===== src/rtl/maxnet_controller.sv =====
// MaxNet winner-take-all sequencer: loads inputs, drives the per-round
// activation/multiply/add strobes and captures the surviving value.
module maxnet_controller #(
    parameter int MULT_CYCLES = 1,
    parameter int MAX_ITER    = 64,
    parameter int ITER_W      = 8
) (
    input  logic              clk,
    input  logic              rst,
    input  logic              start,
    input  logic [31:0]       eps_in,
    input  logic              found,
    input  logic [31:0]       max_in,
    output logic              main_write,
    output logic              actWrite,
    output logic              multWrite,
    output logic              addWrite,
    output logic              s1,
    output logic              s2,
    output logic              s3,
    output logic              s4,
    output logic [31:0]       epsilon,
    output logic              busy,
    output logic              done,
    output logic              timeout,
    output logic [31:0]       result,
    output logic [ITER_W-1:0] iter_count
);

    localparam int CNT_W = (MULT_CYCLES > 1) ? $clog2(MULT_CYCLES) : 1;

    localparam logic [CNT_W-1:0]  CNT_LAST  = CNT_W'(MULT_CYCLES - 1);
    localparam logic [ITER_W-1:0] ITER_LAST = ITER_W'(MAX_ITER - 1);
    localparam logic [ITER_W-1:0] ITER_MAX  = ITER_W'(MAX_ITER);

    localparam logic [2:0] S_IDLE  = 3'd0;
    localparam logic [2:0] S_LOAD  = 3'd1;
    localparam logic [2:0] S_INIT  = 3'd2;
    localparam logic [2:0] S_MULT  = 3'd3;
    localparam logic [2:0] S_ADD   = 3'd4;
    localparam logic [2:0] S_CHECK = 3'd5;
    localparam logic [2:0] S_FEED  = 3'd6;
    localparam logic [2:0] S_DONE  = 3'd7;

    logic [2:0]       state;
    logic [2:0]       state_nxt;
    logic [CNT_W-1:0] mult_cnt;
    logic             last_iter;

    assign last_iter = (iter_count == ITER_LAST);

    // Next-state selection; found wins over the iteration limit in CHECK
    always_comb begin
        state_nxt = state;
        unique case (state)
            S_IDLE:  if (start) state_nxt = S_LOAD;
            S_LOAD:  state_nxt = S_INIT;
            S_INIT:  state_nxt = S_MULT;
            S_MULT:  if (mult_cnt == CNT_LAST) state_nxt = S_ADD;
            S_ADD:   state_nxt = S_CHECK;
            S_CHECK: begin
                if (found || last_iter) state_nxt = S_DONE;
                else                    state_nxt = S_FEED;
            end
            S_FEED:  state_nxt = S_MULT;
            S_DONE:  state_nxt = S_IDLE;
            default: state_nxt = S_IDLE;
        endcase
    end

    // State register
    always_ff @(posedge clk or negedge rst) begin
        if (!rst) state <= S_IDLE;
        else      state <= state_nxt;
    end

    // Multiply hold counter, zero whenever MULT is entered
    always_ff @(posedge clk or negedge rst) begin
        if (!rst)                mult_cnt <= '0;
        else if (state != S_MULT) mult_cnt <= '0;
        else                     mult_cnt <= mult_cnt + CNT_W'(1);
    end

    // Run bookkeeping: epsilon, round count, result and timeout flag
    always_ff @(posedge clk or negedge rst) begin
        if (!rst) begin
            epsilon    <= '0;
            iter_count <= '0;
            timeout    <= 1'b0;
            result     <= '0;
        end else if (state == S_IDLE && start) begin
            epsilon    <= eps_in;
            iter_count <= '0;
            timeout    <= 1'b0;
            result     <= '0;
        end else if (state == S_CHECK) begin
            if (iter_count != ITER_MAX)
                iter_count <= iter_count + ITER_W'(1);
            if (found)
                result <= max_in;
            else if (last_iter)
                timeout <= 1'b1;
        end
    end

    assign main_write = (state == S_LOAD);
    assign actWrite   = (state == S_INIT) || (state == S_FEED);
    assign multWrite  = (state == S_MULT);
    assign addWrite   = (state == S_ADD);
    assign s1         = (state == S_FEED);
    assign s2         = (state == S_FEED);
    assign s3         = (state == S_FEED);
    assign s4         = (state == S_FEED);
    assign busy       = (state != S_IDLE);
    assign done       = (state == S_DONE);

endmodule


===== config.mk =====
export PLATFORM = sky130hd
export DESIGN_NAME = maxnet_controller
export DESIGN_NICKNAME = d
export VERILOG_FILES = /design/src/rtl/maxnet_controller.sv
export SDC_FILE = /design/constraint.sdc
export NUM_CORES = 1
export LEC_CHECK = 0
export BUFFER_PORTS_ARGS = -buffer_cell sky130_fd_sc_hd__buf_2
export CORE_ASPECT_RATIO = 1.75
export CORE_UTILIZATION = 32
export DETAILED_ROUTE_END_ITERATION = 6
export MAX_ROUTING_LAYER = met4
export PLACE_DENSITY_LB_ADDON = 0.1
export SETUP_SLACK_MARGIN = 0.02
export SLEW_MARGIN = 20
export SYNTH_ARGS = -nofsm -noshare
export SYNTH_HDL_FRONTEND = slang
export SYNTH_SLANG_ARGS = --single-unit

===== constraint.sdc =====
create_clock -name clk -period 4 [get_ports clk]
set_input_delay 0.8 -clock clk [delete_from_list [all_inputs] [get_ports clk]]
set_output_delay 0.8 -clock clk [all_outputs]
set_load 0.01 [all_outputs]

**After elaboration in Yosys (flattened, before gate mapping)**

Cells that the tools add are included.

- Bits in registers: 77
- Input port bits: 68

- Add/sub/neg operators: 2
- Equality and inequality tests: 13
- Muxes and demuxes: 15
- Reductions and logical operators: 14

Operator list:

| cell | number |
|---|---|
| two-way mux 32 bit | 3 |
| two-way mux 8 bit | 3 |
| one-hot mux 3 bit (7 select lines) | 1 |
| equality test 3 bit (second input constant) | 4 |
| adder 8 x 1 -> 8 bit (second input constant) | 1 |
| equality test 8 x 6 -> 1 bit (second input constant) | 1 |
| != test 8 x 7 -> 1 bit (second input constant) | 1 |
| nonzero test 2 bit | 4 |
| equality test 3 x 2 -> 1 bit (second input constant) | 2 |
| two-way mux 1 bit | 6 |
| two-way mux 3 bit | 2 |
| AND reduction 2 bit | 3 |
| != test 2 bit (second input constant) | 2 |
| equality test 3 x 1 -> 1 bit (second input constant) | 1 |
| logical NOT 3 bit | 1 |
| != test 3 x 2 -> 1 bit (second input constant) | 1 |
| AND reduction 3 bit | 1 |
| nonzero test 3 bit | 1 |
| logical OR 1 bit | 2 |
| != test 2 x 1 -> 1 bit (second input constant) | 1 |
| OR reduction 2 bit | 1 |
| adder 1 bit (second input constant) | 1 |
| logical AND 1 bit | 1 |

**Longest topological paths before layout**

- Depth in word-level cells: 5
- Gate-level depth with buffers: 6

**Worst setup path after synthesis**

OpenSTA, ideal clock, no wires.

- Path kind: reg2out
- Start: register state[1]
- End: output port s2
- Data arrival time: 1.181 ns
- Required time: 3.200 ns
- Setup slack: 2.019 ns
- Cell stages (with the launch flop): 5
- Cells stage by stage: dfrtp_1 -> buf_6 -> nor2b_1 -> and2_1 -> buf_4

- Word-level cells in the longest chain between the ends: 1

RTL lines:

| item | line | text |
|---|---|---|
| start: declaration | 45 | `logic [2:0] state;` |
| start signal: assignment | 74 | `else state <= state_nxt;` |
| equality test 3 bit | -- |  |
| end: declaration | 19 | `output logic s2,` |

Every way passes these cells.

**Worst setup path in the final report**

- Start: register state[0]
- End: output port busy

- Word-level cells in the longest chain between the ends: 1

RTL lines:

| item | line | text |
|---|---|---|
| nonzero test 3 bit | 114 | `assign busy = (state != S_IDLE);` |
| end: declaration | 23 | `output logic busy,` |

Every way passes these cells.

==> results.toml <==
[power]
power.density_mw_per_mm2 = 792
p_comb_frac = 0.346
clock_power_share = 0.237
p_sw_w = 0.00119
switching_share = 0.355
pwr-share-seq = 0.417
irDropWorstVdd_mv = 0.331
power_leakage_nw = 2.38
p_int_w = 0.00216

[grt]
grt_pass1_vias = 2545
grt_util_all_layers = 0.168
antenna_found_initial = 0
overflow = 0
grt_pass1_wl_mm = 12.9
grt_max_degree = 78

[timing]
hold-worst-slack_ns = 0.435
fin_crit_sh = 0.556
grt_setup_unrepaired = "false"
max_slew_margin = 0.526
clock-skew-final_ns = 0.00676
hold_violations = 0
worstMarginPinSlew_ns = 0.711
setup_viol = 0
final_max_slew_viol_count = 0
timing.fmax_ghz = 0.450
min_period_ns = 2.22
fin_tns_setup_ns = 0

[critical_path]
worst-setup-path-type = "flop to output pin"
r2r_cells = 3
worstSetupEndpointType = "output pin"
rr_endpoint = "result[24]"
r2r-start = "state[2]"
crit_start = "state[0]"
cp-start-kind = "flop"
critPathRequiredTime_ns = 3.20
crit_arrival_ns = 1.42
ff2ff_setup_slack_ns = 1.88
cp_max_fo = 12

[route]
vias_per_cell = 4.69
via_count = 2615
wl_per_cell_um = 14.2
drc = 0
first_iter_violations = 138
drt_wl_total_mm = 7.93
drtAntennaViolNets = 0
drt_first_pass_iters = 4

[flow_run]
cap_violations = 0

[floorplanning]
initial_core_util = 0.331
core_area_mm2 = 0.00947
die_w_um = 76.8
num_rows = 47
io_pins = 151
die_h_um = 133
die_area_mm2 = 0.0102

[yosys]
yosysTopAreaCell = "dfrtp_1"
synth_cell_types = 34
syn_nets = 359
ys_seq_elements = 77
syn_inst = 289
ys_seq_area_frac = 0.615
synth.area.top_cells = "dfrtp_1 (61%), nand2_1 (12%), a22o_1 (8.9%)"
synth-warning-count = 0
synth_area_per_cell_um2 = 10.8
syn_area_mm2 = 0.00313
synth.top_cell.area_share = 0.615

[clock_network]
root_buffer = "clkbuf_16"
cts_buffers = 9
cts_setup_buffers = 0
htree_num_levels = 3
clock_sinks = 77
ctsHoldBuffers = 0
cts_tree = "yes"
clock_path_buffers = 2
clk_latency_ns = 0.32
ctsResizeCount = 0
clkTransAtPathRegs_ns = 0.06

[final_layout]
insertedDiodeCount = 0
mostFrequentLayoutCells = "buf_2 (149), nand2_1 (101), dfrtp_1 (77), a22o_1 (32), clkbuf_16 (9)"
area_growth_pct = 34.5
nFillCells = 972
layout_commonest_cell = "buf_2"
drive_gt1_frac = 0.393
nets = 501
final_util = 0.445

[place]
io_buffers = 150
routabilityCongestion = 0.739
dp_hpwl_mm = 5.54

[status]
status = "finished, final reports clean"

[min_path]
worstHoldStart = "mult_cnt"
min_to = "mult_cnt"
hold_depth = 1
hold_class = "flop to flop"
==> cells in the mapped netlist <==
library cell,count
o22a_1,1
buf_6,4
o21ai_0,3
nor2_2,1
nor4b_4,1
nor2_1,7
o211ai_1,2
nand2_1,101
and4b_2,1
clkbuf_1,1
nand4b_1,1
buf_2,12
nand3b_4,1
mux2i_1,1
o31ai_1,5
nand4bb_1,1
inv_1,4
buf_4,4
or3_1,4
nand4_1,2
mux2_2,1
nand3_1,2
o21bai_1,1
or4b_1,2
and2_1,2
nand2b_1,2
dfrtp_1,77
nor3_1,2
a21oi_1,4
or4_1,2
ha_1,2
nor2b_1,2
a22o_1,32
and3_1,1
==> power groups by stage <==
stage	Sequential, W	Combinational [W]	Clock, W
finish	0.00139	0.00116	0.000791
global route	0.00144	0.00128	0.000853
CTS	0.00140	0.00118	0.000820
detailed placement	0.00141	0.00117	0
global placement	0.00141	0.00115	0
floorplan	0.00150	0.000581	0
==> state kept, by name, summed over array words and instances (netlist names) <==
name        count
state           3
epsilon        32
mult_cnt        1
iter_count      8
result         32
timeout         1
==> per-layer routing <==
layer,up-vias,global-route usage,routed length [µm],share of wire
met4,0,0.0748,163,0.021
met5,-,-,0,0
li1,1264,-,-,-
met3,11,0.0359,411,0.052
met1,1252,0.206,3250,0.41
met2,88,0.265,4110,0.52
==> critical path, cell delays in order (launching register included) <==
cell and delay [ns]:
dfrtp_1 0.53, or3_1 0.42, buf_2 0.14
==> cell type report <==
class / count / area [µm²] / area share
sequential: 77 / 1930 / 0.457
multi-input combinational: 187 / 1060 / 0.251
timing repair buffer: 152 / 772 / 0.183
clock buffer: 11 / 243 / 0.0576
tap: 122 / 153 / 0.0362
clock inverter: 4 / 48.8 / 0.0116
inverter: 4 / 15.0 / 0.00356
==> worst max-delay path by stage <==
stage | endpoint | cells after the start
floorplan | s2 | 4
finish | busy | 2
detailed placement | iter_count[4] | 5
CTS | busy | 2
global route | s2 | 3
global placement | result[3] | 4
==> through the flow <==
step                power [W]  cells  setup slack, ns  cell area, µm²
finish                0.00334    557             1.78            4220
global route          0.00358    557             1.68            4220
CTS                   0.00340    557             1.75            4210
detailed placement    0.00258    542             1.61            3920
global placement      0.00256    542             1.27            3920
floorplan             0.00208    289             2.02            3130
==> logic make-up after synthesis <==
group,synth area share
muxes,0.00679
AOI/OAI and AO/OA,0.123
and+or+nand+nor,0.199
adders and majority gates,0.00798
buffers and inverters,0.0491
DFF,0.615
(Power assumes the default switching activity.)
